--- config.mk ---
export PLATFORM = sky130hd
export DESIGN_NAME = axi4_stream_target_type_2
export DESIGN_NICKNAME = d
export VERILOG_FILES = /design/src/rtl/axi4_stream_traffic_pkg.sv /design/src/rtl/axi4_stream_target_type_2_chan.sv /design/src/rtl/axi4_stream_target_type_2.sv
export SDC_FILE = /design/constraint.sdc
export NUM_CORES = 1
export LEC_CHECK = 0
export ABC_AREA = 1
export BUFFER_PORTS_ARGS = -buffer_cell sky130_fd_sc_hd__buf_2
export CAP_MARGIN = 0
export CELL_PAD_IN_SITES_DETAIL_PLACEMENT = 1
export CELL_PAD_IN_SITES_GLOBAL_PLACEMENT = 2
export CORE_ASPECT_RATIO = 0.75
export CORE_UTILIZATION = 28
export DETAILED_ROUTE_END_ITERATION = 10
export GPL_TIMING_DRIVEN = 0
export PLACE_DENSITY_LB_ADDON = 0.1
export SYNTH_ARGS = -nofsm -noshare
export SYNTH_HDL_FRONTEND = slang
export SYNTH_SLANG_ARGS = --single-unit
--- constraint.sdc ---
create_clock -name clk_s_axis_i -period 1.9 [get_ports clk_s_axis_i]
set_input_delay 0.19 -clock clk_s_axis_i [delete_from_list [all_inputs] [get_ports clk_s_axis_i]]
set_output_delay 0.19 -clock clk_s_axis_i [all_outputs]
set_load 0.005 [all_outputs]
--- src/rtl/axi4_stream_traffic_pkg.sv ---
// Shared encodings and helpers for the AXI4-Stream traffic initiator/target family.
// Contents:
//   MODE_*        target sequence mode (single pass or endless loop)
//   TLAST_*       which counter boundary the TLAST flag is expected on
//   duty_state_e  states of the tready duty-cycle generator
//   exp_tlast()   expected TLAST given the trigger and counter-at-zero flags
package axi4_stream_traffic_pkg;

    localparam logic MODE_SINGLE = 1'b0;
    localparam logic MODE_LOOP   = 1'b1;

    localparam logic [2:0] TLAST_NONE     = 3'd0;
    localparam logic [2:0] TLAST_TRANSFER = 3'd1;
    localparam logic [2:0] TLAST_PACKET   = 3'd2;
    localparam logic [2:0] TLAST_FRAME    = 3'd3;
    localparam logic [2:0] TLAST_STREAM   = 3'd4;

    // DUTY_RESET only exists while reset is held so that tready reads 0 then.
    typedef enum logic [1:0] {
        DUTY_RESET  = 2'd0,
        DUTY_ACTIVE = 2'd1,
        DUTY_PAUSE  = 2'd2
    } duty_state_e;

    function automatic logic exp_tlast(input logic [2:0] trigger,
                                       input logic       xfer0,
                                       input logic       pkt0,
                                       input logic       frm0);
        logic result;
        case (trigger)
            TLAST_NONE:     result = 1'b0;
            TLAST_TRANSFER: result = 1'b1;
            TLAST_PACKET:   result = xfer0;
            TLAST_FRAME:    result = xfer0 & pkt0;
            TLAST_STREAM:   result = xfer0 & pkt0 & frm0;
            default:        result = 1'b0;
        endcase
        return result;
    endfunction

endpackage

--- src/rtl/axi4_stream_target_type_2_chan.sv ---
// Per-stream sequence tracker for the multi-stream AXI4-Stream target.
// Ports:
//   clk, rst   clock and synchronous active-high reset
//   accept     this stream's transfer was accepted this cycle
//   exp_data   TDATA value expected on the next transfer of this stream
//   exp_last   TLAST value expected on the next transfer of this stream
//   done       single-pass mode: the whole stream has been received
module axi4_stream_target_type_2_chan
    import axi4_stream_traffic_pkg::*;
#(
    parameter int                    TDataWidth         = 32,
    parameter logic                  TargetMode         = MODE_LOOP,
    parameter logic [2:0]            TlastTrigger       = TLAST_PACKET,
    parameter int                    TransfersPerPacket = 4,
    parameter int                    PacketsPerFrame    = 2,
    parameter int                    FramesPerStream    = 2,
    parameter logic [TDataWidth-1:0] TDataStart         = {TDataWidth{1'b0}},
    parameter logic [TDataWidth-1:0] TDataIncr          = {TDataWidth{1'b0}}
) (
    input  logic                  clk,
    input  logic                  rst,
    input  logic                  accept,
    output logic [TDataWidth-1:0] exp_data,
    output logic                  exp_last,
    output logic                  done
);

    // A zero count means one, so every counter has at least one state.
    localparam int XferN = (TransfersPerPacket < 1) ? 1 : TransfersPerPacket;
    localparam int PktN  = (PacketsPerFrame    < 1) ? 1 : PacketsPerFrame;
    localparam int FrmN  = (FramesPerStream    < 1) ? 1 : FramesPerStream;
    localparam int XferW = (XferN > 1) ? $clog2(XferN) : 1;
    localparam int PktW  = (PktN  > 1) ? $clog2(PktN)  : 1;
    localparam int FrmW  = (FrmN  > 1) ? $clog2(FrmN)  : 1;
    localparam logic [XferW-1:0] XferMax = XferW'(XferN - 1);
    localparam logic [PktW-1:0]  PktMax  = PktW'(PktN - 1);
    localparam logic [FrmW-1:0]  FrmMax  = FrmW'(FrmN - 1);

    logic [XferW-1:0]      xfer_r;
    logic [PktW-1:0]       pkt_r;
    logic [FrmW-1:0]       frm_r;
    logic [TDataWidth-1:0] exp_r;
    logic                  done_r;
    logic                  xfer_zero_s;
    logic                  pkt_zero_s;
    logic                  frm_zero_s;
    logic                  stream_last_s;

    assign xfer_zero_s   = (xfer_r == {XferW{1'b0}});
    assign pkt_zero_s    = (pkt_r  == {PktW{1'b0}});
    assign frm_zero_s    = (frm_r  == {FrmW{1'b0}});
    assign stream_last_s = xfer_zero_s & pkt_zero_s & frm_zero_s;

    assign exp_data = exp_r;
    assign exp_last = exp_tlast(TlastTrigger, xfer_zero_s, pkt_zero_s, frm_zero_s);
    assign done     = done_r;

    // Nested down-counters and expected data advance on every accepted transfer.
    always_ff @(posedge clk) begin
        if (rst) begin
            xfer_r <= XferMax;
            pkt_r  <= PktMax;
            frm_r  <= FrmMax;
            exp_r  <= TDataStart;
            done_r <= 1'b0;
        end else if (accept && !done_r) begin
            xfer_r <= xfer_zero_s ? XferMax : xfer_r - XferW'(1'b1);
            if (xfer_zero_s) begin
                pkt_r <= pkt_zero_s ? PktMax : pkt_r - PktW'(1'b1);
            end
            if (xfer_zero_s && pkt_zero_s) begin
                frm_r <= frm_zero_s ? FrmMax : frm_r - FrmW'(1'b1);
            end
            // Counters reload on their own at the stream end; data restarts only when looping.
            if (stream_last_s && (TargetMode == MODE_LOOP)) begin
                exp_r <= TDataStart;
            end else begin
                exp_r <= exp_r + TDataIncr;
            end
            if (stream_last_s && (TargetMode == MODE_SINGLE)) begin
                done_r <= 1'b1;
            end
        end
    end

endmodule

--- src/rtl/axi4_stream_target_type_2.sv ---
// Multi-stream AXI4-Stream sink/checker keyed by TID.
// Ports:
//   clk_s_axis_i, rst_s_axis_i    clock, synchronous active-high reset
//   s_axis_*                      AXI4-Stream slave (tvalid/tready/tdata/tlast/tid/tdest)
//   s_axis_terror_o               sticky error flag since reset
//   error_count_o                 saturating count of erroneous transfers
//   first_err_tid_o/_data_o       TID and TDATA of the first erroneous transfer
//   stream_done_o, all_done_o     single-pass completion per stream / all streams
module axi4_stream_target_type_2
    import axi4_stream_traffic_pkg::*;
#(
    parameter int                    TDataWidth         = 32,
    parameter int                    TIdWidth           = 4,
    parameter int                    TDestWidth         = 4,
    parameter int                    NumStreams         = 2,
    parameter int                    TIdBase            = 0,
    parameter int                    TDest              = 0,
    parameter logic                  TargetMode         = MODE_LOOP,
    parameter logic [2:0]            TlastTrigger       = TLAST_PACKET,
    parameter int                    TransfersPerPacket = 4,
    parameter int                    PacketsPerFrame    = 2,
    parameter int                    FramesPerStream    = 2,
    parameter int                    CyclesActive       = 0,
    parameter int                    CyclesPause        = 0,
    parameter logic [TDataWidth-1:0] TDataInit          = TDataWidth'(32'hA0),
    parameter logic [TDataWidth-1:0] TDataIncr          = TDataWidth'(32'h01)
) (
    input  logic                  clk_s_axis_i,
    input  logic                  rst_s_axis_i,
    input  logic                  s_axis_tvalid_i,
    output logic                  s_axis_tready_o,
    input  logic [TDataWidth-1:0] s_axis_tdata_i,
    input  logic                  s_axis_tlast_i,
    input  logic [TIdWidth-1:0]   s_axis_tid_i,
    input  logic [TDestWidth-1:0] s_axis_tdest_i,
    output logic                  s_axis_terror_o,
    output logic [15:0]           error_count_o,
    output logic [TIdWidth-1:0]   first_err_tid_o,
    output logic [TDataWidth-1:0] first_err_data_o,
    output logic [NumStreams-1:0] stream_done_o,
    output logic                  all_done_o
);

    localparam int ActN = (CyclesActive < 1) ? 1 : CyclesActive;

    duty_state_e           state_r;
    duty_state_e           state_next_s;
    logic [15:0]           cnt_r;
    logic [15:0]           cnt_next_s;

    logic [TDataWidth-1:0] exp_data_s [NumStreams];
    logic [NumStreams-1:0] exp_last_s;
    logic [NumStreams-1:0] done_s;
    logic [NumStreams-1:0] hit_s;
    logic [31:0]           tid_ext_s;
    logic [31:0]           idx_s;
    logic                  in_range_s;
    logic [TDataWidth-1:0] sel_data_s;
    logic                  sel_last_s;
    logic                  sel_done_s;
    logic                  accept_s;
    logic                  xfer_err_s;

    logic                  terror_r;
    logic [15:0]           count_r;
    logic [TIdWidth-1:0]   first_tid_r;
    logic [TDataWidth-1:0] first_data_r;

    // Duty-cycle state register; counts clock cycles regardless of handshakes.
    always_ff @(posedge clk_s_axis_i) begin
        if (rst_s_axis_i) begin
            state_r <= DUTY_RESET;
            cnt_r   <= 16'd0;
        end else begin
            state_r <= state_next_s;
            cnt_r   <= cnt_next_s;
        end
    end

    // Duty-cycle next state: ACTIVE for ActN cycles, PAUSE for CyclesPause cycles.
    always_comb begin
        state_next_s = state_r;
        cnt_next_s   = cnt_r;
        case (state_r)
            DUTY_RESET: begin
                state_next_s = DUTY_ACTIVE;
                cnt_next_s   = 16'd0;
            end
            DUTY_ACTIVE: begin
                if (CyclesPause == 0) begin
                    cnt_next_s = 16'd0;
                end else if (cnt_r == 16'(ActN - 1)) begin
                    state_next_s = DUTY_PAUSE;
                    cnt_next_s   = 16'd0;
                end else begin
                    cnt_next_s = cnt_r + 16'd1;
                end
            end
            DUTY_PAUSE: begin
                if (cnt_r == 16'(CyclesPause - 1)) begin
                    state_next_s = DUTY_ACTIVE;
                    cnt_next_s   = 16'd0;
                end else begin
                    cnt_next_s = cnt_r + 16'd1;
                end
            end
            default: begin
                state_next_s = DUTY_RESET;
                cnt_next_s   = 16'd0;
            end
        endcase
    end

    assign all_done_o      = (TargetMode == MODE_SINGLE) ? (&done_s) : 1'b0;
    assign stream_done_o   = done_s;
    assign s_axis_tready_o = (state_r == DUTY_ACTIVE) & ~all_done_o;
    assign accept_s        = s_axis_tvalid_i & s_axis_tready_o;

    // TID decode and one-hot select of the addressed stream's expectations.
    always_comb begin
        tid_ext_s  = 32'(s_axis_tid_i);
        idx_s      = tid_ext_s - 32'(TIdBase);
        in_range_s = (tid_ext_s >= 32'(TIdBase)) && (idx_s < 32'(NumStreams));
        sel_data_s = {TDataWidth{1'b0}};
        sel_last_s = 1'b0;
        sel_done_s = 1'b0;
        for (int k = 0; k < NumStreams; k++) begin
            hit_s[k]   = in_range_s && (idx_s == 32'(k));
            sel_data_s = sel_data_s | (exp_data_s[k] & {TDataWidth{hit_s[k]}});
            sel_last_s = sel_last_s | (exp_last_s[k] & hit_s[k]);
            sel_done_s = sel_done_s | (done_s[k] & hit_s[k]);
        end
    end

    assign xfer_err_s = accept_s & (~in_range_s
                                    | (s_axis_tdata_i != sel_data_s)
                                    | (s_axis_tdest_i != TDestWidth'(TDest))
                                    | (s_axis_tlast_i != sel_last_s)
                                    | sel_done_s);

    for (genvar k = 0; k < NumStreams; k++) begin : g_chan
        axi4_stream_target_type_2_chan #(
            .TDataWidth        (TDataWidth),
            .TargetMode        (TargetMode),
            .TlastTrigger      (TlastTrigger),
            .TransfersPerPacket(TransfersPerPacket),
            .PacketsPerFrame   (PacketsPerFrame),
            .FramesPerStream   (FramesPerStream),
            .TDataStart        (TDataInit + TDataWidth'(k)),
            .TDataIncr         (TDataIncr)
        ) u_chan (
            .clk     (clk_s_axis_i),
            .rst     (rst_s_axis_i),
            .accept  (accept_s & hit_s[k]),
            .exp_data(exp_data_s[k]),
            .exp_last(exp_last_s[k]),
            .done    (done_s[k])
        );
    end

    // Error aggregation: sticky flag, saturating count, first-error capture.
    always_ff @(posedge clk_s_axis_i) begin
        if (rst_s_axis_i) begin
            terror_r     <= 1'b0;
            count_r      <= 16'd0;
            first_tid_r  <= {TIdWidth{1'b0}};
            first_data_r <= {TDataWidth{1'b0}};
        end else if (xfer_err_s) begin
            terror_r <= 1'b1;
            if (count_r != 16'hFFFF) begin
                count_r <= count_r + 16'd1;
            end
            if (!terror_r) begin
                first_tid_r  <= s_axis_tid_i;
                first_data_r <= s_axis_tdata_i;
            end
        end
    end

    assign s_axis_terror_o  = terror_r;
    assign error_count_o    = count_r;
    assign first_err_tid_o  = first_tid_r;
    assign first_err_data_o = first_data_r;

endmodule

==> Yosys cells after proc, flatten, opt, wreduce, memory -nomap -nowiden <==
Index checks and enable logic that the tools add are counted.
{ "word_totals": {"word_cells": 85, "output_inout_bits": 57, "input_bits": 44, "register_bits": 143} }
{ "op_classes": {"n_eq_ne": 8, "order_cmp": 1, "reduce_logical": 17, "n_bitwise": 25, "n_mux": 10, "add_sub_neg": 10} }
{ "op_table": {"columns": ["operator", "count"], "rows": [
  ["$add 32x1->32 const B", 2],
  ["$and 32x32->32", 2],
  ["$mux 32", 2],
  ["$add 16x1->16 const B", 2],
  ["$logic_not 32->1", 1],
  ["$ne 32x32->1", 1],
  ["$or 32x32->32", 1],
  ["$eq 16x16->1 const B", 1],
  ["$ne 16x16->1 const B", 1],
  ["$reduce_and 2->1", 7],
  ["$and 1x1->1", 10],
  ["$not 1->1", 8],
  ["$logic_not 2->1", 3],
  ["$mux 2", 3],
  ["$pmux 2 s3", 1],
  ["$eq 4x1->1 const B", 1],
  ["$logic_and 1x1->1", 4],
  ["$lt 4x2->1 const B", 1],
  ["$mux 1", 4],
  ["$or 1x1->1", 4],
  ["$reduce_bool 4->1", 1],
  ["$sub 1x1->1 const B", 4],
  ["$sub 2x1->2 const B", 2],
  ["$reduce_or 3->1", 1],
  ["4 further kinds", 4]
]} }

==> Depth between registers and ports, before layout <==
Gate-level depths: netlist of run 1.
{ "depth": {"depth_word": 10, "ltp_mapped": 16, "depth_no_buf": 16} }

==> By module <==
From an unflattened synthesis of run 1, not the netlist that was laid out.
{ "unflattened": {"hier_cells": 1208, "area_unflattened_um2": 7516.0} }
{ "modules_own_cells": {"columns": ["module", "n_inst", "cells_each", "area_each_um2", "seq_area_each_um2"], "rows": [
  ["axi4_stream_target_type_2", 1, 587, 3601.0, 1081.0],
  ["axi4_stream_target_type_2_chan (g_chan[0].u_chan)", 1, 309, 1961.9, 720.7],
  ["axi4_stream_target_type_2_chan (g_chan[1].u_chan)", 1, 312, 1953.1, 720.7]
]} }

==> Worst setup path before layout of run 1 <==
OpenSTA, ideal clock, no wires.
{ "synth_path": {"path_type": "reg-to-reg", "startpoint": "reg count_r[0], in the netlist error_count_o[0]", "endpoint": "reg count_r[14], in the netlist error_count_o[14]", "setup_ns": 0.132, "setup_slack_ns": -0.175, "synth_period_minus_slack_ns": 2.075, "path_buffers": 2, "arrival_time_ns": 1.943, "required_time_ns": 1.768, "stages_incl_launch_ff": 10, "path_cell_list": "dfxtp_1 > ha_1 > nand2_1 > nor3_1 > nand2_1 > or4_1 > buf_1 > clkbuf_1 > nand4_1 > a21oi_1"} }
{ "synth_via": {"elab_chain_len": 2, "elab_cells_between_ends": 3, "cone_classes": "add/sub (1); eq/ne (1); reduce/logical (1)"} }
{ "synth_rtl": {"columns": ["element", "line_no", "text"], "rows": [
  ["from (decl)", "axi4_stream_target_type_2.sv:65", "logic [15:0] count_r;"],
  ["from (signal assigned)", "axi4_stream_target_type_2.sv:171", "count_r <= count_r + 16'd1;"],
  ["parallel branches: the longest is 2 deep, another holds $add 16x1->16", null, null]
]} }
Several ways; the timed one is not identified.
A chain may end at the register's enable or synchronous reset.

==> Worst setup path after layout of run 1 <==
{ "layout_path": {"startpoint": "reg g_chan[1].u_chan.xfer_r[1]", "endpoint": "reg first_data_r[17], in the netlist first_err_data_o[17]"} }
{ "layout_via": {"elab_chain_len": 7} }
{ "layout_rtl": {"columns": ["element", "line_no", "text"], "rows": [
  ["from (decl)", "axi4_stream_target_type_2_chan.sv:39", "logic [XferW-1:0] xfer_r;"],
  ["from (signal assigned)", "axi4_stream_target_type_2_chan.sv:61", "xfer_r <= XferMax;"],
  ["from (signal assigned)", "axi4_stream_target_type_2_chan.sv:67", "xfer_r <= xfer_zero_s ? XferMax : xfer_r - XferW'(1'b1);"],
  ["$logic_not 2->1", "axi4_stream_target_type_2_chan.sv:49", "assign xfer_zero_s = (xfer_r == {XferW{1'b0}});"],
  ["$and 1x1->1", "axi4_stream_target_type_2.sv:130", "sel_last_s = sel_last_s | (exp_last_s[k] & hit_s[k]);"],
  ["$or 1x1->1", "axi4_stream_target_type_2.sv:130", null],
  ["$ne 1x1->1", "axi4_stream_target_type_2.sv:138", "| (s_axis_tlast_i != sel_last_s)"],
  ["$or 1x1->1", "axi4_stream_target_type_2.sv:138", null],
  ["$and 1x1->1", "axi4_stream_target_type_2.sv:135", "assign xfer_err_s = accept_s & (~in_range_s"],
  ["$reduce_and 2->1 (no line)", null, null],
  ["to (signal assigned)", "axi4_stream_target_type_2.sv:167", "first_data_r <= {TDataWidth{1'b0}};"],
  ["to (signal assigned)", "axi4_stream_target_type_2.sv:175", "first_data_r <= s_axis_tdata_i;"],
  ["to (decl)", "axi4_stream_target_type_2.sv:67", "logic [TDataWidth-1:0] first_data_r;"]
]} }
Every way passes these cells.

==> metrics.json, run 1 <==
{
  "met3WireLength_um": 1147,
  "dp_hpwl_um": 22750,
  "fmax_ghz": 0.4948,
  "power_switching_share_pct": 25.51,
  "maxCapViolations": 0,
  "avgRoutedWirePerCell_um": 19.51,
  "vias": 8342,
  "die_outline_area_um2": 26090,
  "irDropWorstVdd_mv": 0.6347,
  "overflow": 0,
  "critical-path-slowest-cell": "sky130_fd_sc_hd__dfxtp_2",
  "worst-path-buf-inv": 2,
  "r2r.worst_path.cells": 14,
  "internal_power_w": 0.005095,
  "cts_hold_buffers": 0,
  "path_delay_family": "simple AND/OR/NAND/NOR gates",
  "cts_max_level": 4,
  "grt_start_max_net_pins": 17,
  "reg2reg_to": "first_err_data_o[17]",
  "p_seq_share_pct": 39.2,
  "critical_path.endpoint_type": "flop",
  "setup.reg_to_reg.worst_slack_ns": -0.12,
  "violations": "negative setup slack",
  "area_of_the_multi_input_gates_um2": 4883,
  "core_area_um2": 24960,
  "layout_setup_ws_ns": -0.1209,
  "synth.top_cell.area_share_pct": 35.41,
  "highest_layer": "met4",
  "power.density_cell_area_nw_per_um2": 633.9,
  "critPathLaunch": "g_chan[1].u_chan.xfer_r[1]",
  "final_critical_period_ns": 2.021,
  "timing_worst_slew_pin_value_ns": 0.9260,
  "timing.slew.headroom_pct": 38.26,
  "synthesis.area_um2": 7124,
  "crit_path_cell_trace": "inv_2 > ha_4 > nand3_4 > nand2_1 > nand2_1 > nand2_1 > nor2_2 > nand3_2 > nor2_4 > nand3_4 > nand3_4 > buf_8 > nand2_2 > a21oi_2",
  "routabilityCongestion": 0.8065,
  "final_clock_skew_ns": 0.01132,
  "slew_viol_final": 0,
  "fillCellCount": 3093,
  "regArea_um2": 2668,
  "p_leak_nw": 4.512,
  "synth_ff_type": "sky130_fd_sc_hd__dfxtp_1",
  "worstSetupPathDepth": 14,
  "area_growth_pct": 51.46,
  "route.antenna.remaining_nets": 0,
  "die_height_um": 140.1,
  "placement_rows": 50,
  "antenna_found_initial": 1,
  "fin_util_pct": 43.23,
  "route.layer.met1.wl_um": 15980,
  "critical_path_peak_fanout": 7,
  "initial_utilization_pct": 28.54,
  "synth_area_leaders": "sky130_fd_sc_hd__dfxtp_1 35%, sky130_fd_sc_hd__nand2_1 14%, sky130_fd_sc_hd__nand3_1 7.3%, sky130_fd_sc_hd__inv_1 6.5%, sky130_fd_sc_hd__a21oi_1 6.3%",
  "ctsLongestPathBuffers": 2,
  "power.share.combinational_pct": 10.6,
  "met2_wire_length_um": 14260,
  "reg2reg_from": "g_chan[1].u_chan.xfer_r[1]",
  "synth_area_per_cell_um2": 6.560,
  "cp-endpoint": "first_err_data_o[17]",
  "post_route_fraction_of_the_period_consumed_by_the_critical_path_pct": 106.4,
  "io_pins": 101,
  "synth_top_area_cell": "sky130_fd_sc_hd__dfxtp_1",
  "rsz_0062_raised_after_global_routing": "true",
  "grt_first_pass_wirelength_um": 47880,
  "layout_cells_sized_above_1_pct": 38.91,
  "grt_pass1_vias": 8189,
  "run_status": "complete, but fails checks",
  "post_synth_inst_count": 1086,
  "drt-total-wl_um": 31940,
  "io_buffers": 96,
  "critical_path_start_end_classification": "flop to flop",
  "cp_data_arrival_time_ns": 2.38,
  "synth.lib_cells_used.distinct": 43,
  "detailed_route_drc_error_count": 0,
  "final_nets": 1336,
  "clk_latency_ns": 0.44,
  "vias_per_cell": 5.096,
  "async_reset_ff_share_pct": 0,
  "p_clk_share_pct": 50.2,
  "cts.reportedPaths.clkPinSlew_ns": 0.06,
  "setup_violations": 57,
  "hold_path_class": "input port to flop",
  "hold_violations": 0,
  "die_width_um": 186.2,
  "yosys_warnings": 0,
  "clockRootBuffer": "sky130_fd_sc_hd__clkbuf_16",
  "firstDrtPassIters": 5,
  "synth_enable_flop_cells": 0,
  "tritoncts": "yes",
  "seq_area_frac_synth_pct": 35.41,
  "timing.critical_path.required_ns": 2.26,
  "setup_total_negative_slack_ns": -3.919,
  "power.switching_w": 0.001745,
  "clock_sink_count": 126,
  "tritoncts.num_buffers": 17,
  "ys_ff_latch": 126,
  "grtUsageTotal_pct": 24.65,
  "critical-path-max-stage-delay_ns": 0.33,
  "drt_first_iter_violations": 358,
  "critPathLaunchType": "flop"
}
[area by class of cell]
cell class                 count  area share (%)
timing repair buffer         185           12.63
tap                          338           3.919
antenna                        1         0.02319
inverter                     127           4.603
buffer                        42           3.258
multi-input combinational    788           45.26
clock inverter                 5          0.7189
clock buffer                  25           4.870
sequential                   126           24.72
[cell usage after synthesis (2+ instances only)]
library cell / count
sky130_fd_sc_hd__nand2_1: 267
sky130_fd_sc_hd__dfxtp_1: 126
sky130_fd_sc_hd__inv_1: 123
sky130_fd_sc_hd__nand3_1: 104
sky130_fd_sc_hd__a21oi_1: 89
sky130_fd_sc_hd__nor2_1: 77
sky130_fd_sc_hd__nand4_1: 70
sky130_fd_sc_hd__nor3_1: 49
sky130_fd_sc_hd__o21ai_0: 31
sky130_fd_sc_hd__clkbuf_1: 22
sky130_fd_sc_hd__xor2_1: 15
sky130_fd_sc_hd__nor4_1: 13
sky130_fd_sc_hd__buf_4: 10
sky130_fd_sc_hd__xnor2_1: 9
sky130_fd_sc_hd__buf_2: 8
sky130_fd_sc_hd__nor2_2: 8
sky130_fd_sc_hd__nand3b_1: 6
sky130_fd_sc_hd__a211oi_1: 5
sky130_fd_sc_hd__buf_1: 5
sky130_fd_sc_hd__ha_1: 5
sky130_fd_sc_hd__o211ai_1: 5
sky130_fd_sc_hd__inv_2: 4
sky130_fd_sc_hd__o21ai_1: 4
sky130_fd_sc_hd__nand3_4: 3
sky130_fd_sc_hd__nor3b_1: 3
sky130_fd_sc_hd__o21a_1: 3
sky130_fd_sc_hd__or2_2: 3
sky130_fd_sc_hd__a31oi_1: 2
sky130_fd_sc_hd__buf_6: 2
sky130_fd_sc_hd__nand2_2: 2
[cells in the final DEF (no fill, tap or decap), types with 6 or more instances in the layout]
cell and n:
sky130_fd_sc_hd__clkbuf_8 8, sky130_fd_sc_hd__dfxtp_1 68, sky130_fd_sc_hd__nor4_1 6, sky130_fd_sc_hd__xor2_1 15, sky130_fd_sc_hd__xnor2_1 9, sky130_fd_sc_hd__buf_4 69, sky130_fd_sc_hd__dfxtp_2 29, sky130_fd_sc_hd__a21oi_1 58
sky130_fd_sc_hd__nand3_1 72, sky130_fd_sc_hd__nand2_2 34, sky130_fd_sc_hd__nand2_1 214, sky130_fd_sc_hd__o21ai_1 8, sky130_fd_sc_hd__a21oi_2 30, sky130_fd_sc_hd__dfxtp_4 29, sky130_fd_sc_hd__nor3_1 34, sky130_fd_sc_hd__buf_8 12
sky130_fd_sc_hd__buf_12 9, sky130_fd_sc_hd__nand3b_1 6, sky130_fd_sc_hd__clkbuf_16 19, sky130_fd_sc_hd__inv_2 15, sky130_fd_sc_hd__buf_6 15, sky130_fd_sc_hd__nor2_4 17, sky130_fd_sc_hd__nand2_4 20, sky130_fd_sc_hd__nand3_4 10
sky130_fd_sc_hd__nor3_2 10, sky130_fd_sc_hd__nor3_4 7, sky130_fd_sc_hd__clkbuf_1 13, sky130_fd_sc_hd__nor2_2 12, sky130_fd_sc_hd__buf_2 97, sky130_fd_sc_hd__inv_1 107, sky130_fd_sc_hd__nor2_1 57, sky130_fd_sc_hd__o21ai_0 26
sky130_fd_sc_hd__nand3_2 25, sky130_fd_sc_hd__nand4_1 70
[sequential cells by signal, indices dropped and copies added, names as in the netlist]
signal / count
g_chan.u_chan.exp_data: 64
first_err_data_o: 32
error_count_o: 16
first_err_tid_o: 4
g_chan.u_chan.xfer_r: 4
g_chan.u_chan.frm_r: 2
g_chan.u_chan.pkt_r: 2
s_axis_terror_o: 1
state_r: 1
[layer usage]
| layer | vias up | track usage, % |
|---|---|---|
| met1 | 4086 | 35.56 |
| met5 | - | 0 |
| met2 | 151 | 37.31 |
| met3 | 35 | 4.082 |
| li1 | 4070 | - |
| met4 | 0 | 7.161 |
[cells by family after synthesis]
logic type	count (synthesis)	share of synthesized area, %
and+or+nand+nor	613	39.97
buffers and inverters	174	10.05
AOI/OAI and AO/OA	143	10.70
DFF	126	35.41
xor gates and xnor gates	24	2.951
adders and majority gates	5	0.8781
other	1	0.05264
[worst register-to-register path, delay by kind of cell, from the launching register on]
family	cells	cell delay (ns)
flip-flops	1	0.33
AND/OR/NAND/NOR	10	1.09
adder cells (fa/ha/maj)	1	0.16
AO/OA/AOI/OAI	1	0.15
buffers and inverters	2	0.22
[worst min path at each step]
stage / startpoint / endpoint / slack [ns] / cells after the start
floorplan: s_axis_tdata_i[31] / first_err_data_o[31] / 0.36 / 2
global placement: first_err_data_o[30] / first_err_data_o[30] / 0.45 / 2
detailed placement: first_err_tid_o[2] / first_err_tid_o[2] / 0.45 / 2
CTS: s_axis_tdata_i[16] / first_err_data_o[16] / 0.05 / 3
global route: s_axis_tdata_i[4] / first_err_data_o[4] / 0.07 / 3
finish: s_axis_tdata_i[16] / first_err_data_o[16] / 0.07 / 3
[power groups by stage]
stage	clock (W)	combinational [W]	sequential, W
after global routing	0.00362	0.000778	0.00268
after CTS	0.00352	0.000652	0.00270
after global placement	0	0.000513	0.00277
after floorplan	0	0.000269	0.00277
final	0.00344	0.000722	0.00268
after detailed placement	0	0.000515	0.00277
[repair_timing]
action,in CTS,in global routing
gates cloned,5,2
pin swaps,41,94
resized for setup,190,216
endpoints found under the setup margin,117,106
buffers inserted,55,34
[through the flow]
| step | std cells | cell area [um2] | worst slack (ns) | hold WS (ns) | total power [W] |
|---|---|---|---|---|---|
| after global routing | 1636 | 10790 | -0.2287 | 0.06648 | 0.007086 |
| after CTS | 1610 | 9876 | -0.1306 | 0.05102 | 0.006876 |
| after detailed placement | 1522 | 8073 | -1.117 | 0.4493 | 0.003287 |
| after floorplan | 1088 | 7169 | 0.009254 | 0.3584 | 0.003040 |
| final | 1637 | 10790 | -0.1209 | 0.06852 | 0.006840 |
| after global placement | 1522 | 8073 | -1.079 | 0.4476 | 0.003285 |
No activity file was read; power rests on OpenSTA's default activity.
==> run 2: changes to the inputs <==
Settings changed: CORE_UTILIZATION 28 to 31, PLACE_DENSITY from default to 0.76, PLACE_DENSITY_LB_ADDON 0.1 to default.
Clock period 1.9 ns to 2.32 ns, I/O delays scaled along.
==> run 2 against run 1 <==
Effect of this change:
- the run now ends clean
- setup slack improved by 0.24 ns
- critical path depth did not move
- non-clock buffer count shrank 79
- flip-flop and latch count unchanged
- clock-buffer cell count shrank 3
- core utilization shrank 3.9 points
- global-route usage decreased by 0.23 points
- combinational power shrank 41%
- sequential power is 17% lower
- critical path type is now input port to flop
- critical endpoint is now first_err_data_o[14]
- largest cell class unchanged
==> metrics.json, run 2 (synthesis results as in run 1) <==
{
  "p_leak": {"value": 3.643, "unit": "nW", "change": "was 4.512 nW"},
  "irDropWorstVdd": {"value": 0.4914, "unit": "mV", "change": "was 0.6347 mV"},
  "post_route_fraction_of_the_period_consumed_by_the_critical_path_pct": 94.65,
  "layout_cells_sized_above_1": {"value": 17.30, "unit": "%", "change": "was 38.91%"},
  "grt_pass1_vias": {"value": 7410, "change": "was 8189"},
  "initial_utilization": {"value": 31.97, "unit": "%", "change": "was 28.54%"},
  "grt_first_pass_wirelength": {"value": 43090, "unit": "um", "change": "was 47880 um"},
  "cts_hold_buffers": {"value": 0, "change": "unchanged"},
  "critical-path-max-stage-delay": {"value": 0.25, "unit": "ns", "change": "was 0.33 ns"},
  "placedCellCount": {"value": 1478, "change": "was 1522"},
  "critical_path_start_end_classification": {"value": "input port to flop", "change": "was flop to flop"},
  "hold_path_class": {"value": "input port to flop", "change": "unchanged"},
  "regArea": {"value": 2530, "unit": "um2", "change": "was 2668 um2"},
  "critical-path-slowest-cell": {"value": "sky130_fd_sc_hd__clkbuf_2", "change": "was sky130_fd_sc_hd__dfxtp_2"},
  "route.antenna.remaining_nets": {"value": 0, "change": "unchanged"},
  "clockRootBuffer": {"value": "sky130_fd_sc_hd__clkbuf_16", "change": "unchanged"},
  "grtUsageTotal": {"value": 24.42, "unit": "%", "change": "was 24.65%"},
  "final_critical_period_ns": 2.196,
  "vias": {"value": 7744, "change": "was 8342"},
  "die_width": {"value": 177.1, "unit": "um", "change": "was 186.2 um"},
  "fin_hold_ws": {"value": 0.1011, "unit": "ns", "change": "was 0.06852 ns"},
  "ctsLongestPathBuffers": {"value": 2, "change": "unchanged"},
  "clock_sink_count": {"value": 126, "change": "unchanged"},
  "fmax_ghz": 0.4554,
  "drt-total-wl": {"value": 28050, "unit": "um", "change": "was 31940 um"},
  "maxCapViolations": {"value": 0, "change": "unchanged"},
  "final_clock_skew": {"value": 0.01257, "unit": "ns", "change": "was 0.01132 ns"},
  "cts.reportedPaths.clkPinSlew": {"value": 0.06, "unit": "ns", "change": "about the same"},
  "die_outline_area": {"value": 23600, "unit": "um2", "change": "was 26090 um2"},
  "dp_hpwl": {"value": 22010, "unit": "um", "change": "was 22750 um"},
  "setup_total_negative_slack": {"value": 0, "unit": "ns", "change": "was -3.919 ns"},
  "timing_worst_slew_pin_value": {"value": 0.8109, "unit": "ns", "change": "was 0.9260 ns"},
  "placement_rows": {"value": 47, "change": "was 50"},
  "power.density_cell_area": {"value": 587.3, "unit": "nW/um2", "change": "was 633.9 nW/um2"},
  "core_area": {"value": 22290, "unit": "um2", "change": "was 24960 um2"},
  "io_pins": {"value": 101, "change": "unchanged"},
  "cts_max_level": {"value": 4, "change": "unchanged"},
  "antenna_found_initial": {"value": 0, "change": "was 1"},
  "timing.slew.headroom": {"value": 45.94, "unit": "%", "change": "was 38.26%"},
  "firstDrtPassIters": {"value": 4, "change": "was 5"},
  "critical_path.endpoint_type": {"value": "flop", "change": "unchanged"},
  "die_height": {"value": 133.3, "unit": "um", "change": "was 140.1 um"},
  "crit_path_cell_trace": {"value": "buf_2 > nor2_4 > nand2_2 > inv_2 > nand2_1 > nand3_1 > o21ai_1 > nor2_1 > nand2_1 > nor2_2 > nand3_4 > clkbuf_2 > nand4_1 > a21oi_1", "change": "was inv_2 > ha_4 > nand3_4 > nand2_1 > nand2_1 > nand2_1 > nor2_2 > nand3_2 > nor2_4 > nand3_4 > nand3_4 > buf_8 > nand2_2 > a21oi_2"},
  "drt_first_iter_violations": {"value": 490, "change": "was 358"},
  "post_route_insts_no_fill": {"value": 1514, "change": "was 1637"},
  "area_growth": {"value": 23.08, "unit": "%", "change": "was 51.46%"},
  "io_buffers": {"value": 96, "change": "unchanged"},
  "overflow": {"value": 0, "change": "unchanged"},
  "run_status": {"value": "completed", "change": "was complete, but fails checks"},
  "setup_violations": {"value": 0, "change": "was 57"},
  "timing.critical_path.required": {"value": 2.62, "unit": "ns", "change": "was 2.26 ns"},
  "area_of_the_multi_input_gates": {"value": 4084, "unit": "um2", "change": "was 4883 um2"},
  "hold_violations": {"value": 0, "change": "unchanged"},
  "detailed_route_drc_error_count": {"value": 0, "change": "unchanged"},
  "slew_viol_final": {"value": 0, "change": "unchanged"},
  "cp_data_arrival_time": {"value": 2.50, "unit": "ns", "change": "was 2.38 ns"},
  "routabilityCongestion": {"value": 0.8147, "change": "was 0.8065"},
  "gr-usage-met2": {"value": 36.26, "unit": "%", "change": "was 37.31%"},
  "layout_commonest_cell": {"value": "sky130_fd_sc_hd__nand2_1", "change": "unchanged"},
  "largest_reg_flops": {"value": 64, "change": "unchanged"},
  "layout_setup_ws": {"value": 0.1241, "unit": "ns", "change": "was -0.1209 ns"},
  "antennaDiodeCount": {"value": 0, "change": "was 1"},
  "clk_latency": {"value": 0.44, "unit": "ns", "change": "about the same"},
  "tritoncts": {"value": "yes", "change": "unchanged"},
  "grtUsageMet1": {"value": 36.17, "unit": "%", "change": "was 35.56%"},
  "final_nets": {"value": 1257, "change": "was 1336"},
  "most_used_cell_along_the_critical_path": "sky130_fd_sc_hd__nand2_1",
  "vias_per_cell": {"value": 5.115, "change": "was 5.096"},
  "met3_usage": {"value": 3.967, "unit": "%", "change": "was 4.082%"},
  "critPathLaunchType": {"value": "input port", "change": "was flop"},
  "grt_start_max_net_pins": {"value": 17, "change": "unchanged"},
  "avgRoutedWirePerCell": {"value": 18.53, "unit": "um", "change": "was 19.51 um"},
  "fillCellCount": {"value": 2949, "change": "was 3093"},
  "critical_path_peak_fanout": {"value": 10, "change": "was 7"},
  "final_cell_mix": {"value": "264 x sky130_fd_sc_hd__nand2_1, 123 x sky130_fd_sc_hd__inv_1, 122 x sky130_fd_sc_hd__dfxtp_1", "change": "was 214 x sky130_fd_sc_hd__nand2_1, 107 x sky130_fd_sc_hd__inv_1, 97 x sky130_fd_sc_hd__buf_2"},
  "dp_worst_setup_slack": {"value": -0.5441, "unit": "ns", "change": "was -1.117 ns"},
  "grt_busiest_layer": {"value": "met2", "change": "unchanged"},
  "tritoncts.num_buffers": {"value": 17, "change": "unchanged"}
}
==> run 2: worst paths after layout <==
path	from	end	slack, ns	cells past startpoint
max	s_axis_tid_i[0]	first_err_data_o[14]	0.12	14
min reg2reg	first_err_data_o[8]	first_err_data_o[8]	0.46	2
min	s_axis_tdata_i[31]	first_err_data_o[31]	0.10	3
max reg2reg	g_chan[0].u_chan.exp_data[24]	first_err_data_o[14]	0.15	10
==> run 2: timing repair <==
item	CTS	global route
endpoints found under the setup margin	74	81
pin swaps	1	9
resized for setup	18	44
buffers inserted	2	6
==> run 2: final cells by class <==
cell class	instances	area share [%]
buffer	44	2.797
clock buffer	22	5.180
clock inverter	9	0.7991
inverter	127	5.437
multi-input combinational	788	46.58
sequential	126	28.85
tap	294	4.195
timing repair buffer	104	6.164
==> run 2: through the flow <==
step / util, % / power [W] / cell area (um2)
finish: 39.34 / 0.005150 / 8768
global route: 39.34 / 0.005349 / 8768
CTS: 38.48 / 0.005197 / 8577
detailed placement: 35.81 / 0.002686 / 7980
global placement: 35.81 / 0.002682 / 7980
floorplan: - / 0.002486 / 7132
==> run 2: per-layer routing <==
metal / routed length [um] / up-vias / part of all wire, %
li1: - / 3888 / -
met1: 14580 / 3694 / 52
met2: 12070 / 142 / 43
met3: 1084 / 20 / 3.9
met4: 314 / 0 / 1.1
met5: 0 / - / 0
==> run 2: critical path, delay by kind of cell <==
family / cells / cell delay (ns)
and+or+nand+nor: 9 / 1.48
buffers and inverters: 3 / 0.60
AOI/OAI and AO/OA: 2 / 0.15
==> run 2: report_power, final <==
| group | internal [W] | total [W] | switching (W) |
|---|---|---|---|
| combinational | 0.000144 | 0.000428 | 0.000284 |
| clock | 0.00148 | 0.00250 | 0.00103 |
| sequential | 0.00220 | 0.00222 | 0.0000212 |
==> run 3: changes to the inputs <==
Settings changed: ABC_AREA 1 to default, ABC_CLOCK_PERIOD_IN_PS from default to 2320, CORE_UTILIZATION 31 to 35, PLACE_DENSITY 0.76 to 0.78.
==> run 3 against run 2 <==
Effect of this change:
- the flow now finishes with violations (negative setup slack)
- die area fell by 17%
- routed wire length shrank 21%
- maximum frequency decreased by 16%
- core utilization is 7.8 points higher
- combinational power increased by 5.8%
- global-route usage down 1.1 points
==> metrics.json, run 3 <==
{
  "run_status": {"value": "complete, but fails checks", "change": "was completed"},
  "violations": "negative setup slack",
  "largest_reg_flops": {"value": 64, "change": "unchanged"},
  "critPathLaunch": {"value": "g_chan[0].u_chan.xfer_r[0]", "change": "was s_axis_tid_i[0]"},
  "routabilityCongestion": {"value": 0.8016, "change": "was 0.8147"},
  "rsz_0062_raised_after_global_routing": "true",
  "hold_path_class": {"value": "input port to flop", "change": "unchanged"},
  "timing_worst_slew_pin_value": {"value": 0.7613, "unit": "ns", "change": "was 0.8109 ns"},
  "placement.cell_area": {"value": 7585, "unit": "um2", "change": "was 7980 um2"},
  "die_width": {"value": 161.3, "unit": "um", "change": "was 177.1 um"},
  "maxCapViolations": {"value": 0, "change": "unchanged"},
  "grtUsageTotal": {"value": 23.33, "unit": "%", "change": "was 24.42%"},
  "synthesis.area": {"value": 6658, "unit": "um2", "change": "was 7124 um2"},
  "dp_hpwl": {"value": 16370, "unit": "um", "change": "was 22010 um"},
  "vias_per_cell": {"value": 5.213, "change": "was 5.115"},
  "placement_rows": {"value": 43, "change": "was 47"},
  "postLayoutCellArea": {"value": 8748, "unit": "um2", "change": "was 8768 um2"},
  "critical_path_peak_fanout": {"value": 4, "change": "was 10"},
  "synth_ff_type": {"value": "sky130_fd_sc_hd__dfxtp_1", "change": "unchanged"},
  "overflow": {"value": 0, "change": "unchanged"},
  "critical_path.endpoint_type": {"value": "flop", "change": "unchanged"},
  "drt_first_iter_violations": {"value": 288, "change": "was 490"},
  "cts_hold_buffers": {"value": 0, "change": "unchanged"},
  "slew_viol_final": {"value": 0, "change": "unchanged"},
  "layout_commonest_cell": {"value": "sky130_fd_sc_hd__dfxtp_1", "change": "was sky130_fd_sc_hd__nand2_1"},
  "hold_violations": {"value": 0, "change": "unchanged"},
  "layout_setup_ws": {"value": -0.3034, "unit": "ns", "change": "was 0.1241 ns"},
  "clockRootBuffer": {"value": "sky130_fd_sc_hd__clkbuf_16", "change": "unchanged"},
  "avgRoutedWirePerCell": {"value": 19.00, "unit": "um", "change": "was 18.53 um"},
  "cts.reportedPaths.clkPinSlew": {"value": 0.05, "unit": "ns", "change": "was 0.06 ns"},
  "antennaDiodeCount": {"value": 0, "change": "unchanged"},
  "fmax": {"value": 0.3812, "unit": "GHz", "change": "was 0.4554 GHz"},
  "detailed_route_drc_error_count": {"value": 0, "change": "unchanged"},
  "fillCellCount": {"value": 2149, "change": "was 2949"},
  "r2r.worst_path.cells": {"value": 12, "change": "was 10"},
  "cp-endpoint": {"value": "error_count_o[0]", "change": "was first_err_data_o[14]"},
  "synth_top_area_cell": {"value": "sky130_fd_sc_hd__dfxtp_1", "change": "unchanged"},
  "fin_hold_ws": {"value": 0.09288, "unit": "ns", "change": "was 0.1011 ns"},
  "cts_max_level": {"value": 4, "change": "unchanged"},
  "grt_first_pass_wirelength": {"value": 34460, "unit": "um", "change": "was 43090 um"},
  "post_route_fraction_of_the_period_consumed_by_the_critical_path": {"value": 113.1, "unit": "%", "change": "was 94.65%"},
  "yosys_warnings": {"value": 0, "change": "unchanged"},
  "irDropWorstVdd": {"value": 0.4048, "unit": "mV", "change": "was 0.4914 mV"},
  "clock_sink_count": {"value": 126, "change": "unchanged"},
  "reg2reg_from": {"value": "g_chan[0].u_chan.xfer_r[0]", "change": "was g_chan[0].u_chan.exp_data[24]"},
  "yosysMostFrequentCell": {"value": "sky130_fd_sc_hd__dfxtp_1", "change": "was sky130_fd_sc_hd__nand2_1"},
  "seq_area_frac_synth": {"value": 37.89, "unit": "%", "change": "was 35.41%"},
  "clk_latency": {"value": 0.42, "unit": "ns", "change": "was 0.44 ns"},
  "initial_utilization": {"value": 35.87, "unit": "%", "change": "was 31.97%"},
  "dp_worst_setup_slack": {"value": -0.9118, "unit": "ns", "change": "was -0.5441 ns"},
  "drt-total-wl": {"value": 22080, "unit": "um", "change": "was 28050 um"},
  "post_synth_inst_count": {"value": 759, "change": "was 1086"},
  "area_growth": {"value": 31.40, "unit": "%", "change": "was 23.08%"},
  "core_area": {"value": 18560, "unit": "um2", "change": "was 22290 um2"},
  "synth.top_cell.area_share": {"value": 37.89, "unit": "%", "change": "was 35.41%"},
  "synth.lib_cells_used.distinct": {"value": 57, "change": "was 43"},
  "synth_area_per_cell": {"value": 8.772, "unit": "um2", "change": "was 6.560 um2"},
  "die_height": {"value": 121.4, "unit": "um", "change": "was 133.3 um"},
  "cp_data_arrival_time": {"value": 2.93, "unit": "ns", "change": "was 2.50 ns"},
  "setup_violations": {"value": 53, "change": "was 0"},
  "route.antenna.remaining_nets": {"value": 0, "change": "unchanged"},
  "die_outline_area": {"value": 19580, "unit": "um2", "change": "was 23600 um2"},
  "layout_cells_sized_above_1": {"value": 30.38, "unit": "%", "change": "was 17.30%"},
  "timing.critical_path.required": {"value": 2.62, "unit": "ns", "change": "about the same"},
  "critical_path_start_end_classification": {"value": "flop to flop", "change": "was input port to flop"},
  "power.density_cell_area": {"value": 608.9, "unit": "nW/um2", "change": "was 587.3 nW/um2"},
  "synth_area_leaders": {"value": "sky130_fd_sc_hd__dfxtp_1 38%, sky130_fd_sc_hd__mux2i_1 11%, sky130_fd_sc_hd__nor2_1 6.6%, sky130_fd_sc_hd__xnor2_1 5.4%, sky130_fd_sc_hd__xor2_1 4.7%", "change": "was sky130_fd_sc_hd__dfxtp_1 35%, sky130_fd_sc_hd__nand2_1 14%, sky130_fd_sc_hd__nand3_1 7.3%, sky130_fd_sc_hd__inv_1 6.5%, sky130_fd_sc_hd__a21oi_1 6.3%"},
  "final_critical_period": {"value": 2.623, "unit": "ns", "change": "was 2.196 ns"},
  "async_reset_ff_share": {"value": 0, "unit": "%", "change": "unchanged"},
  "tritoncts.num_buffers": {"value": 17, "change": "unchanged"},
  "io_pins": {"value": 101, "change": "unchanged"},
  "antenna_found_initial": {"value": 0, "change": "unchanged"},
  "final_clock_skew": {"value": 0.01051, "unit": "ns", "change": "was 0.01257 ns"},
  "final_cell_mix": {"value": "122 x sky130_fd_sc_hd__dfxtp_1, 115 x sky130_fd_sc_hd__nor2_1, 96 x sky130_fd_sc_hd__buf_2", "change": "was 264 x sky130_fd_sc_hd__nand2_1, 123 x sky130_fd_sc_hd__inv_1, 122 x sky130_fd_sc_hd__dfxtp_1"},
  "p_leak": {"value": 3.482, "unit": "nW", "change": "was 3.643 nW"},
  "critPathLaunchType": {"value": "flop", "change": "was input port"},
  "setup.reg_to_reg.worst_slack": {"value": -0.30, "unit": "ns", "change": "was 0.15 ns"},
  "ctsLongestPathBuffers": {"value": 2, "change": "unchanged"},
  "io_buffers": {"value": 95, "change": "was 96"},
  "tritoncts": {"value": "yes", "change": "unchanged"},
  "final_nets": {"value": 954, "change": "was 1257"},
  "vias": {"value": 6057, "change": "was 7744"},
  "grt_start_max_net_pins": {"value": 17, "change": "unchanged"},
  "yosys-top-cells-count": {"value": "126 x sky130_fd_sc_hd__dfxtp_1, 117 x sky130_fd_sc_hd__nor2_1, 70 x sky130_fd_sc_hd__mux2i_1", "change": "was 267 x sky130_fd_sc_hd__nand2_1, 126 x sky130_fd_sc_hd__dfxtp_1, 123 x sky130_fd_sc_hd__inv_1"},
  "synth_enable_flop_cells": {"value": 0, "change": "unchanged"},
  "timing.slew.headroom": {"value": 48.86, "unit": "%", "change": "was 45.94%"},
  "grt_pass1_vias": {"value": 6302, "change": "was 7410"},
  "p_total": {"value": 0.005327, "unit": "W", "change": "was 0.005150 W"},
  "firstDrtPassIters": {"value": 4, "change": "unchanged"},
  "reg2reg_to": {"value": "error_count_o[0]", "change": "was first_err_data_o[14]"},
  "ys_ff_latch": {"value": 126, "change": "unchanged"}
}
run 3: repair_timing:
item	in CTS	in global routing
setup endpoints to repair	111	86
gates cloned	1	1
buffers inserted	20	10
pin swaps	19	12
gates resized for setup	65	19
run 3: logic make-up after synthesis:
family	synth area share, %
muxes	11.52
and+or+nand+nor	25.45
AOI/OAI and AO/OA	8.946
xor gates and xnor gates	10.13
other	0.05633
DFF	37.89
adders and majority gates	0.9397
buffers and inverters	5.074
run 3: worst min-delay path by stage:
stage | start | endpoint | cells past startpoint
2_1_floorplan | s_axis_tdata_i[10] | first_err_data_o[10] | 2
3_3_place_gp | g_chan[1].u_chan.xfer_r[1] | g_chan[1].u_chan.xfer_r[1] | 2
3_5_place_dp | first_err_data_o[7] | first_err_data_o[7] | 2
4_1_cts | s_axis_tdata_i[12] | first_err_data_o[12] | 3
5_1_grt | s_axis_tdata_i[12] | first_err_data_o[12] | 3
6_report | s_axis_tdata_i[12] | first_err_data_o[12] | 3
run 3: area by class of cell:
class	instances	area, um2	share of cell area [%]
Sequential cell	126	2527	28.89
Multi-Input combinational cell	570	4183	47.81
Tap cell	247	309.0	3.533
Inverter	32	120.1	1.373
Buffer	32	284.0	3.247
Clock inverter	6	85.08	0.9725
Clock buffer	23	488.0	5.578
Timing Repair Buffer	126	752.0	8.596
run 3: stage by stage:
step	instances	util, %	TNS, ns
4_1_cts	1152	46.27	-10.63
6_report	1162	47.13	-8.948
3_5_place_dp	1103	40.86	-80.10
2_1_floorplan	761	-	-3.444
3_3_place_gp	1103	40.86	-70.17
5_1_grt	1162	47.13	-15.92
run 3: power by group:
group          switching, W  total, W  internal [W]  leakage (nW)
clock network      0.000978   0.00265       0.00167         0.277
registers         0.0000229   0.00222       0.00220          1.02
logic              0.000255  0.000453      0.000198          2.19
total               0.00126   0.00533       0.00407          3.48
run 3: layer usage:
metal	global-route usage, %	part of all wire, %
met3	5.605	4.3
met2	35.99	44
met5	0	0
met1	31.67	50
met4	8.137	2.0
run 3: worst max-delay path, cell delays in order, from the launching register on:
cell	delay (ns)
sky130_fd_sc_hd__dfxtp_2	0.33
sky130_fd_sc_hd__inv_2	0.04
sky130_fd_sc_hd__ha_4	0.17
sky130_fd_sc_hd__mux2i_4	0.25
sky130_fd_sc_hd__xnor2_1	0.10
sky130_fd_sc_hd__a32o_2	0.26
sky130_fd_sc_hd__o22ai_4	0.18
sky130_fd_sc_hd__nor4_4	0.07
sky130_fd_sc_hd__buf_6	0.14
sky130_fd_sc_hd__a211oi_4	0.36
sky130_fd_sc_hd__buf_4	0.18
sky130_fd_sc_hd__buf_6	0.11
sky130_fd_sc_hd__mux2_4	0.29
